==> config.mk <==
export PLATFORM = sky130hd
export DESIGN_NAME = decode_stage
export DESIGN_NICKNAME = d
export VERILOG_FILES = /design/src/rtl/decode_stage_pkg.sv /design/src/rtl/imm_gen.sv /design/src/rtl/instr_type.sv /design/src/rtl/decode_stage.sv
export SDC_FILE = /design/constraint.sdc
export NUM_CORES = 1
export LEC_CHECK = 0
export ABC_AREA = 1
export CORE_ASPECT_RATIO = 0.7
export CORE_MARGIN = 2
export CORE_UTILIZATION = 30
export DETAILED_ROUTE_END_ITERATION = 6
export HOLD_SLACK_MARGIN = 0.15
export PLACE_DENSITY_LB_ADDON = 0.05
export SETUP_SLACK_MARGIN = 0.4
export SLEW_MARGIN = 30
export SYNTH_ARGS = -nofsm -noshare
export SYNTH_HDL_FRONTEND = slang
export SYNTH_SLANG_ARGS = --single-unit
==> constraint.sdc <==
create_clock -name clk -period 2.8 [get_ports clk]
set_input_delay 0.56 -clock clk [delete_from_list [all_inputs] [get_ports clk]]
set_output_delay 0.56 -clock clk [all_outputs]
set_load 0.05 [all_outputs]
==> src/rtl/decode_stage_pkg.sv <==
// Shared decode definitions: instruction format codes, major-opcode constants
// (bits [6:2]) and the per-entry decoded field bundle.
package decode_stage_pkg;

    // Format codes produced by the instr_type classifier
    localparam logic [2:0] INVALID = 3'd0;
    localparam logic [2:0] R_TYPE  = 3'd1;
    localparam logic [2:0] I_TYPE  = 3'd2;
    localparam logic [2:0] S_TYPE  = 3'd3;
    localparam logic [2:0] B_TYPE  = 3'd4;
    localparam logic [2:0] U_TYPE  = 3'd5;
    localparam logic [2:0] J_TYPE  = 3'd6;
    localparam logic [2:0] R4_TYPE = 3'd7;

    // Major opcodes, instr[6:2]
    localparam logic [4:0] OPC_LOAD     = 5'b00000;
    localparam logic [4:0] OPC_LOAD_FP  = 5'b00001;
    localparam logic [4:0] OPC_MISC_MEM = 5'b00011;
    localparam logic [4:0] OPC_OP_IMM   = 5'b00100;
    localparam logic [4:0] OPC_AUIPC    = 5'b00101;
    localparam logic [4:0] OPC_OP_IMM32 = 5'b00110;
    localparam logic [4:0] OPC_STORE    = 5'b01000;
    localparam logic [4:0] OPC_STORE_FP = 5'b01001;
    localparam logic [4:0] OPC_AMO      = 5'b01011;
    localparam logic [4:0] OPC_OP       = 5'b01100;
    localparam logic [4:0] OPC_LUI      = 5'b01101;
    localparam logic [4:0] OPC_OP_32    = 5'b01110;
    localparam logic [4:0] OPC_MADD     = 5'b10000;
    localparam logic [4:0] OPC_MSUB     = 5'b10001;
    localparam logic [4:0] OPC_NMSUB    = 5'b10010;
    localparam logic [4:0] OPC_NMADD    = 5'b10011;
    localparam logic [4:0] OPC_OP_FP    = 5'b10100;
    localparam logic [4:0] OPC_BRANCH   = 5'b11000;
    localparam logic [4:0] OPC_JALR     = 5'b11001;
    localparam logic [4:0] OPC_JAL      = 5'b11011;
    localparam logic [4:0] OPC_SYSTEM   = 5'b11100;

    // XLEN-independent part of a decoded entry; pc/imm are carried separately
    typedef struct packed {
        logic [31:0] instr;
        logic [2:0]  itype;
        logic [4:0]  rd;
        logic [4:0]  rs1;
        logic [4:0]  rs2;
        logic        illegal;
    } dec_t;

endpackage

==> src/rtl/imm_gen.sv <==
// Immediate generator: assembles the 32-bit format immediate and sign-extends
// it from instr[31] to XLEN. R, R4 and INVALID formats yield zero.
module imm_gen
    import decode_stage_pkg::*;
#(
    parameter int XLEN = 32
) (
    input  logic [31:0]     instr,
    input  logic [2:0]      itype,
    output logic [XLEN-1:0] imm
);

    logic [31:0] w_imm32;
    logic        w_unused;

    // opcode bits never contribute to the immediate
    assign w_unused = ^instr[6:0];

    // Per-format bit gathering into a sign-extended 32-bit value
    always_comb begin
        w_imm32 = '0;
        case (itype)
            I_TYPE: w_imm32 = {{20{instr[31]}}, instr[31:20]};
            S_TYPE: w_imm32 = {{20{instr[31]}}, instr[31:25], instr[11:7]};
            B_TYPE: w_imm32 = {{19{instr[31]}}, instr[31], instr[7],
                               instr[30:25], instr[11:8], 1'b0};
            U_TYPE: w_imm32 = {instr[31:12], 12'b0};
            J_TYPE: w_imm32 = {{11{instr[31]}}, instr[31], instr[19:12],
                               instr[20], instr[30:21], 1'b0};
            default: w_imm32 = '0;
        endcase
    end

    // Widen to XLEN, replicating bit 31 above the 32-bit result
    always_comb begin
        imm = '0;
        for (int i = 0; i < XLEN; i++)
            imm[i] = (i < 32) ? w_imm32[i] : w_imm32[31];
    end

endmodule

==> src/rtl/instr_type.sv <==
// Major-opcode classifier: maps instr[6:2] to a format code, INVALID otherwise.
module instr_type
    import decode_stage_pkg::*;
(
    input  logic [4:0] opcode,
    output logic [2:0] itype
);

    // Pure lookup on the major opcode
    always_comb begin
        itype = INVALID;
        case (opcode)
            OPC_OP, OPC_OP_32, OPC_OP_FP, OPC_AMO:             itype = R_TYPE;
            OPC_LOAD, OPC_LOAD_FP, OPC_MISC_MEM, OPC_OP_IMM,
            OPC_OP_IMM32, OPC_JALR, OPC_SYSTEM:                itype = I_TYPE;
            OPC_STORE, OPC_STORE_FP:                           itype = S_TYPE;
            OPC_BRANCH:                                        itype = B_TYPE;
            OPC_LUI, OPC_AUIPC:                                itype = U_TYPE;
            OPC_JAL:                                           itype = J_TYPE;
            OPC_MADD, OPC_MSUB, OPC_NMSUB, OPC_NMADD:          itype = R4_TYPE;
            default:                                           itype = INVALID;
        endcase
    end

endmodule

==> src/rtl/decode_stage.sv <==
// Pipelined decode stage behind a valid/ready handshake with a two-entry
// (main + skid) buffer so in_ready comes straight from a flop.
// Optional statistics counters are enabled by defining DECODE_STATS_EN.
module decode_stage
    import decode_stage_pkg::*;
#(
    parameter int XLEN = 32
) (
    input  logic            clk,
    input  logic            rst_n,
    input  logic            flush,
    input  logic            in_valid,
    output logic            in_ready,
    input  logic [31:0]     in_instr,
    input  logic [XLEN-1:0] in_pc,
    output logic            out_valid,
    input  logic            out_ready,
    output logic [31:0]     out_instr,
    output logic [XLEN-1:0] out_pc,
    output logic [2:0]      out_type,
    output logic [XLEN-1:0] out_imm,
    output logic [4:0]      out_rd,
    output logic [4:0]      out_rs1,
    output logic [4:0]      out_rs2,
    output logic            out_illegal
`ifdef DECODE_STATS_EN
    ,
    output logic [31:0]     stat_decoded,
    output logic [31:0]     stat_stall,
    output logic [15:0]     stat_illegal
`endif
);

    logic [2:0]      w_itype;
    logic [XLEN-1:0] w_imm_raw;
    logic [XLEN-1:0] w_imm;
    logic            w_illegal;
    dec_t            w_new;
    logic            w_accept;
    logic            w_consume;

    dec_t            r_main;
    logic [XLEN-1:0] r_main_pc;
    logic [XLEN-1:0] r_main_imm;
    logic            r_main_valid;
    dec_t            r_skid;
    logic [XLEN-1:0] r_skid_pc;
    logic [XLEN-1:0] r_skid_imm;
    logic            r_skid_valid;
    logic            r_in_ready;

    instr_type u_instr_type (
        .opcode (in_instr[6:2]),
        .itype  (w_itype)
    );

    imm_gen #(.XLEN(XLEN)) u_imm_gen (
        .instr  (in_instr),
        .itype  (w_itype),
        .imm    (w_imm_raw)
    );

    // Input-side decode; illegal words carry a zero immediate
    always_comb begin
        w_illegal     = (in_instr[1:0] != 2'b11) || (w_itype == INVALID);
        w_imm         = w_illegal ? '0 : w_imm_raw;
        w_new.instr   = in_instr;
        w_new.itype   = w_itype;
        w_new.rd      = in_instr[11:7];
        w_new.rs1     = in_instr[19:15];
        w_new.rs2     = in_instr[24:20];
        w_new.illegal = w_illegal;
    end

    // Anything arriving alongside flush is dropped, never stored
    assign w_accept  = in_valid && r_in_ready && !flush;
    assign w_consume = r_main_valid && out_ready;

    // Main/skid buffer control; in_ready is simply "skid will be empty"
    always_ff @(posedge clk or negedge rst_n) begin
        if (!rst_n) begin
            r_main       <= '0;
            r_main_pc    <= '0;
            r_main_imm   <= '0;
            r_main_valid <= 1'b0;
            r_skid       <= '0;
            r_skid_pc    <= '0;
            r_skid_imm   <= '0;
            r_skid_valid <= 1'b0;
            r_in_ready   <= 1'b1;
        end else if (flush) begin
            r_main_valid <= 1'b0;
            r_skid_valid <= 1'b0;
            r_in_ready   <= 1'b1;
        end else if (w_consume || !r_main_valid) begin
            // Main is free this edge: oldest entry (skid) first, else new input
            if (r_skid_valid) begin
                r_main       <= r_skid;
                r_main_pc    <= r_skid_pc;
                r_main_imm   <= r_skid_imm;
                r_main_valid <= 1'b1;
                r_skid_valid <= 1'b0;
                r_in_ready   <= 1'b1;
            end else if (w_accept) begin
                r_main       <= w_new;
                r_main_pc    <= in_pc;
                r_main_imm   <= w_imm;
                r_main_valid <= 1'b1;
            end else begin
                r_main_valid <= 1'b0;
            end
        end else if (w_accept) begin
            // Main is stalled: park the accepted entry and close the input
            r_skid       <= w_new;
            r_skid_pc    <= in_pc;
            r_skid_imm   <= w_imm;
            r_skid_valid <= 1'b1;
            r_in_ready   <= 1'b0;
        end
    end

    assign in_ready    = r_in_ready;
    assign out_valid   = r_main_valid;
    assign out_instr   = r_main.instr;
    assign out_pc      = r_main_pc;
    assign out_type    = r_main.itype;
    assign out_imm     = r_main_imm;
    assign out_rd      = r_main.rd;
    assign out_rs1     = r_main.rs1;
    assign out_rs2     = r_main.rs2;
    assign out_illegal = r_main.illegal;

`ifdef DECODE_STATS_EN
    logic [31:0] r_stat_decoded;
    logic [31:0] r_stat_stall;
    logic [15:0] r_stat_illegal;

    // Free-running wrap-around counters; only reset clears them, not flush
    always_ff @(posedge clk or negedge rst_n) begin
        if (!rst_n) begin
            r_stat_decoded <= '0;
            r_stat_stall   <= '0;
            r_stat_illegal <= '0;
        end else begin
            if (w_consume)
                r_stat_decoded <= r_stat_decoded + 32'd1;
            if (in_valid && !r_in_ready)
                r_stat_stall <= r_stat_stall + 32'd1;
            if (w_consume && r_main.illegal)
                r_stat_illegal <= r_stat_illegal + 16'd1;
        end
    end

    assign stat_decoded = r_stat_decoded;
    assign stat_stall   = r_stat_stall;
    assign stat_illegal = r_stat_illegal;
`endif

endmodule
After elaboration in Yosys (flattened, before gate mapping):

Memories as Yosys holds them, arrays and structs flattened.
Cells that the tools add are included.
Widths: inputs -> output; s select.

* register bits after elaboration: 233
* latch bits: 0
* memory bits (writable): 0
* ROM bits: 96
* output and inout bits: 117
* word-level logic and storage cells: 62
* memories: 1

Memories
* (name not given): depth 32, bits a word 3, rd ports 1, clocked after Yosys merged registers in 0, write ports 0, RTL line instr_type.sv:12 `case (opcode)`

* $add $sub $neg: 0
* multipliers: 0
* divide/modulo/power cells: 0
* magnitude comparators: 0
* eq/ne operators: 7
* shifts and indexed selects: 0
* muxes and demuxes: 19
* bitwise gates (word level): 2
* reduce and logical (&&, ||, !) cells: 14

Operators by type and width (count)
* $mux 32: 5
* $pmux 32 s5: 1
* $mux 51: 2
* $mux 1: 11
* $eq 3x3->1 const B: 3
* $eq 3x2->1 const B: 2
* $reduce_and 3->1: 2
* $reduce_bool 2->1: 2
* $logic_and 1x1->1: 3
* $logic_not 3->1: 1
* $ne 3x3->1 const B: 1
* $reduce_bool 3->1: 1
* $logic_not 1->1: 2
* $logic_or 1x1->1: 2
* $ne 2x2->1 const B: 1
* $not 1->1: 2
* $reduce_and 2->1: 1

Longest topological paths before layout:

* depth in word-level cells: 6
* depth in mapped cells: 17
* gate-level depth less buffers: 17

Hierarchy:

A second synthesis with hierarchy kept.

* cells, all modules: 1299
* area, all modules: 9878.2 um^2

By module, submodules not included
* decode_stage: instances 1, cells each 1147, area an instance 9121.2 um^2, sequential area each 5081.1 um^2
* imm_gen: instances 1, cells each 120, area an instance 573.0 um^2, sequential area each 0.0 um^2
* instr_type: instances 1, cells each 32, area an instance 183.9 um^2, sequential area each 0.0 um^2

Least setup slack after synthesis:

No wires, ideal clock.

* path kind: input to register
* start: in in_instr[2]
* end: reg r_main_imm[28], in the netlist out_imm[28]
* library setup time: 66 ps
* arrival: 1961 ps
* data required time: 2734 ps
* slack: 773 ps
* stages: 14
* cell sequence: inv_1 -> ha_1 -> nand2_1 -> nand3_2 -> nand2_4 -> inv_4 -> a21oi_4 -> nand2_4 -> buf_12 -> nor2_4 -> o21ai_2 -> nand2_1 -> nand2_1 -> nand2_1

* cells in the longest elaborated chain, start to end: 6
* elaborated cells between the ends (all ways): 12
* those cells by class: 5 x eq/ne; 4 x mux; 2 x reduce/logical; 1 x memory

Ends and longest elaborated chain
* from (decl): RTL line decode_stage.sv:14 `input logic [31:0] in_instr,`
* $mem_v2 32x3 (*)
* $eq 3x3->1 (tied with other cells): RTL line imm_gen.sv:22 `case (itype)`
* $pmux 32 s5 or $logic_or 1x1->1 (tied branches): RTL line imm_gen.sv:22, decode_stage.sv:65
* $mux 32 (*): RTL line decode_stage.sv:66 `w_imm = w_illegal ? '0 : w_imm_raw;`
* $mux 32 (*): RTL line decode_stage.sv:104 `end else if (w_accept) begin`
* $mux 32 (*): RTL line decode_stage.sv:97 `if (r_skid_valid) begin`
* to (signal assigned): RTL line decode_stage.sv:100 `r_main_imm <= r_skid_imm;`
* to (signal assigned): RTL line decode_stage.sv:107 `r_main_imm <= w_imm;`
* to (decl): RTL line decode_stage.sv:44 `logic [XLEN-1:0] r_main_imm;`

Every way passes the cells marked *; elsewhere a longest branch is shown, timed or not. The select of a mux whose other input is x is not followed.
A chain may end at the register's enable or synchronous reset.

Worst setup path after layout:

* start: reg r_main_imm[22], in the netlist out_imm[22]
* end: out out_imm[22]

RTL lines
* to (decl): RTL line decode_stage.sv:21 `output logic [XLEN-1:0] out_imm,`

No word-level cell between the ends.

==> flow_metrics.py <==
metrics = {
    "hold_path": {
        "hp-start": "in_instr[2]",
        "worstHoldPathCells": 3,
        "hold_end": "out_instr[2]$_DFFE_PN0P_",
        "hold_path.class": "in2reg",
    },
    "synthesis": {
        "synthCells": 1174,
        "synth-xor-area-share_pct": 0,
        "ys_ff_latch": 203,
        "muxShareOfSynthArea_pct": 0.235,
        "yosysTopAreaCell": "dfrtp_1",
        "synth_top_family_by_area": "simple AND/OR/NAND/NOR gates",
        "yosysSeqAreaShare_pct": 53.1,
        "synth-compound-area-share_pct": 9.91,
        "ys_warn_count": 0,
        "syn_area_per_cell_sq_um": 8.15,
        "ys_types": 33,
        "synth_fa_ha_area_share_pct": 0.523,
        "synthSimpleGateAreaFrac_pct": 29.8,
        "synth_nets": 1247,
        "synthTopCellsByArea": "dfrtp_1 (53%), nand2_1 (19%), nor2_1 (5.2%)",
        "yosys.area.top_type_share_pct": 52.8,
        "syn_area_sq_mm": 0.00957,
    },
    "critical_path": {
        "slowest_stage": "clkdlybuf4s50_1",
        "cp-start-kind": "flip-flop",
        "crit_path_cell_trace": "clkdlybuf4s50_1",
        "criticalPathCategory": "reg2out",
        "rr_startpoint": "in_ready$_DFFE_PN1P_",
        "arrival_ns": 1.81,
        "crit_buf_inv": 1,
        "crit_path_end_kind": "output port",
        "rr_endpoint": "out_pc[20]$_DFFE_PN0P_",
        "path_delay_family": "buffers and inverters",
        "r2r_cells": 7,
        "reg2reg_slack_ns": 1.09,
        "worstPathRequired_ns": 2.24,
        "worstPathMaxFanout": 2,
        "max_stage_delay_ns": 0.84,
    },
    "finish": {
        "regArea_sq_mm": 0.00508,
        "design_area_sq_mm": 0.0127,
        "fin_cells": 1777,
        "multi_input_area_sq_mm": 0.00390,
        "num-nets-final": 1416,
        "area_growth_pct": 33.1,
        "diodes": 0,
        "fillers": 3182,
        "drive_gt1_share_pct": 11.5,
    },
    "placed_design": {
        "port_buffers": 185,
        "dpl_worst_slack_ns": -0.0641,
        "post-dp-hpwl_um": 20700,
        "routabilityCongestion": 0.760,
        "placed_area_sq_mm": 0.0120,
        "place_inst": 1737,
    },
    "global_route": {
        "grt_max_degree": 120,
        "grt-ovfl-total": 0,
        "grt_pass1_wl_um": 48100,
        "grt_antenna_before_repair": 1,
        "grt_pass1_vias": 7672,
        "grtUsageTotal_pct": 18.5,
    },
    "timing": {
        "relSlewSlack_pct": 59.4,
        "worst_pin_slew_ns": 0.607,
        "drv_slew": 0,
        "setup_tns_ns": 0,
        "rsz0062_at_grt": "false",
        "timing.final.crit_share_pct": 84.5,
        "setup_viol": 0,
        "period_minus_slack_ns": 2.37,
        "timing.fmax_mhz": 423,
        "hold_viol": 0,
        "worst_slack_ns": 0.435,
        "fin_worst_skew_ns": 0.00890,
    },
    "pwr": {
        "pwr_density_cell_mw_per_mm2": 756,
        "p_int_uw": 6200,
        "seq_power_share_pct": 39.7,
        "power.total_uw": 9630,
        "vdd_drop_max_v": 0.000328,
        "power.switching_uw": 3430,
        "switching_share_pct": 35.6,
        "comb_power_share_pct": 29.3,
        "leakage_uw": 0.00617,
        "pwr-share-clk_pct": 31.0,
    },
    "job": {
        "drv_cap": 0,
    },
    "detailed_routing": {
        "drt_iter0_drc": 579,
        "postRouteAntennaNets": 0,
        "viasPerCell": 4.53,
        "drc": 0,
        "drt_wl_total_um": 30400,
        "firstDrtPassIters": 4,
        "vias": 8043,
        "wl_per_cell_um": 17.1,
    },
    "cts": {
        "root_buffer": "clkbuf_16",
        "clk_latency_ns": 0.51,
        "clk_pin_slew_ns": 0.06,
        "clockBufferDepth": 3,
        "cts_buffers": 23,
        "post_cts_buffers": 0,
        "cts_tree": "done",
        "ctsHtreeMaxLevel": 1,
        "clock_sinks": 203,
    },
    "die": {
        "rows": 54,
        "initial_core_util_pct": 30.6,
        "fp.dieH_um": 153,
        "die_area_sq_mm": 0.0334,
        "die_x_um": 217,
        "core_sq_mm": 0.0313,
        "pin_count": 186,
    },
    "status": {
        "status": "finished, final reports clean",
    },
}
cell families after synthesis:
| group | Yosys count |
|---|---|
| AO/OA/AOI/OAI | 155 |
| adder cells (fa/ha/maj) | 4 |
| buffers and inverters | 124 |
| flip-flops | 203 |
| multiplexers | 1 |
| AND/OR/NAND/NOR | 687 |
metal layers:
metal	global-route usage (%)	part of all wire, %	up-vias
li1	-	-	4068
met1	30.2	54	3769
met2	25.6	41	178
met4	2.77	1.3	0
met3	2.81	3.9	28
met5	0	0	-
per-stage QoR:
stage / util [%] / hold slack, ns
global placement: 38.3 / 0.454
detailed placement: 38.3 / 0.459
finish: 40.7 / 0.395
global route: 40.7 / 0.399
CTS: 40.7 / 0.473
floorplan: - / 0.264
power groups by stage:
stage	combinational (uW)	clock, uW	sequential [uW]
floorplan	991	0	4670
global placement	2840	0	3870
detailed placement	2840	0	3880
CTS	2850	3090	3830
global route	3040	3190	3900
finish	2820	2990	3820
layout make-up:
type / instances / area share (%)
tap: 420 / 4.13
clock buffer: 33 / 5.29
multi-input combinational: 847 / 30.6
inverter: 35 / 1.15
clock inverter: 6 / 0.452
sequential: 203 / 39.9
timing repair buffer: 233 / 18.5
layout by cell type, fill, tap and decap left out, drive strengths merged, types with 2 or more instances in the layout:
| cell | netlist | layout |
|---|---|---|
| a21oi | 10 | 10 |
| o21ai | 77 | 77 |
| dlymetal6s2s | 0 | 3 |
| nor2 | 146 | 146 |
| ha | 4 | 4 |
| o22ai | 2 | 2 |
| buf | 34 | 48 |
| nand3 | 28 | 28 |
| nand4 | 10 | 10 |
| nand2 | 503 | 503 |
| dlygate4sd2 | 0 | 2 |
| clkinv | 0 | 4 |
| dfrtp | 202 | 202 |
| clkbuf | 55 | 33 |
| inv | 35 | 35 |
| clkdlybuf4s50 | 0 | 179 |
| a31oi | 64 | 64 |
state kept, by name, indices dropped and copies added, names as in the netlist, 3 cells and up:
signal and flops:
r_skid 36, out_imm 32, out_instr 32, out_pc 32, r_skid_imm 32, r_skid_pc 32, out_type 3
cell usage after synthesis, drive strengths merged:
cell,count
mux2i,1
a221o,1
o21ai,77
nor2,146
o21a,1
dfrtp,202
inv,35
clkbuf,55
ha,4
o22ai,2
nand2,503
buf,34
nand4,10
dfstp,1
a21oi,10
a31oi,64
nand3,28
how the worst max path moves through the flow:
| stage | start | to | cells after the start |
|---|---|---|---|
| after floorplan | in_instr[2] | out_imm[28]$_DFFE_PN0P_ | 14 |
| after global placement | in_instr[2] | out_imm[13]$_DFFE_PN0P_ | 16 |
| after detailed placement | in_instr[2] | out_imm[31]$_DFFE_PN0P_ | 16 |
| after CTS | out_imm[16]$_DFFE_PN0P_ | out_imm[16] | 1 |
| after global routing | out_imm[22]$_DFFE_PN0P_ | out_imm[22] | 1 |
| final | out_imm[22]$_DFFE_PN0P_ | out_imm[22] | 1 |
repair_timing:
item,in CTS,in global routing
gates resized for setup,2,5
pin swaps,0,2
endpoints found under the hold margin,60,0
setup endpoints to repair,2,30
hold buffers,1,0
No activity file was read; power rests on OpenSTA's default activity.
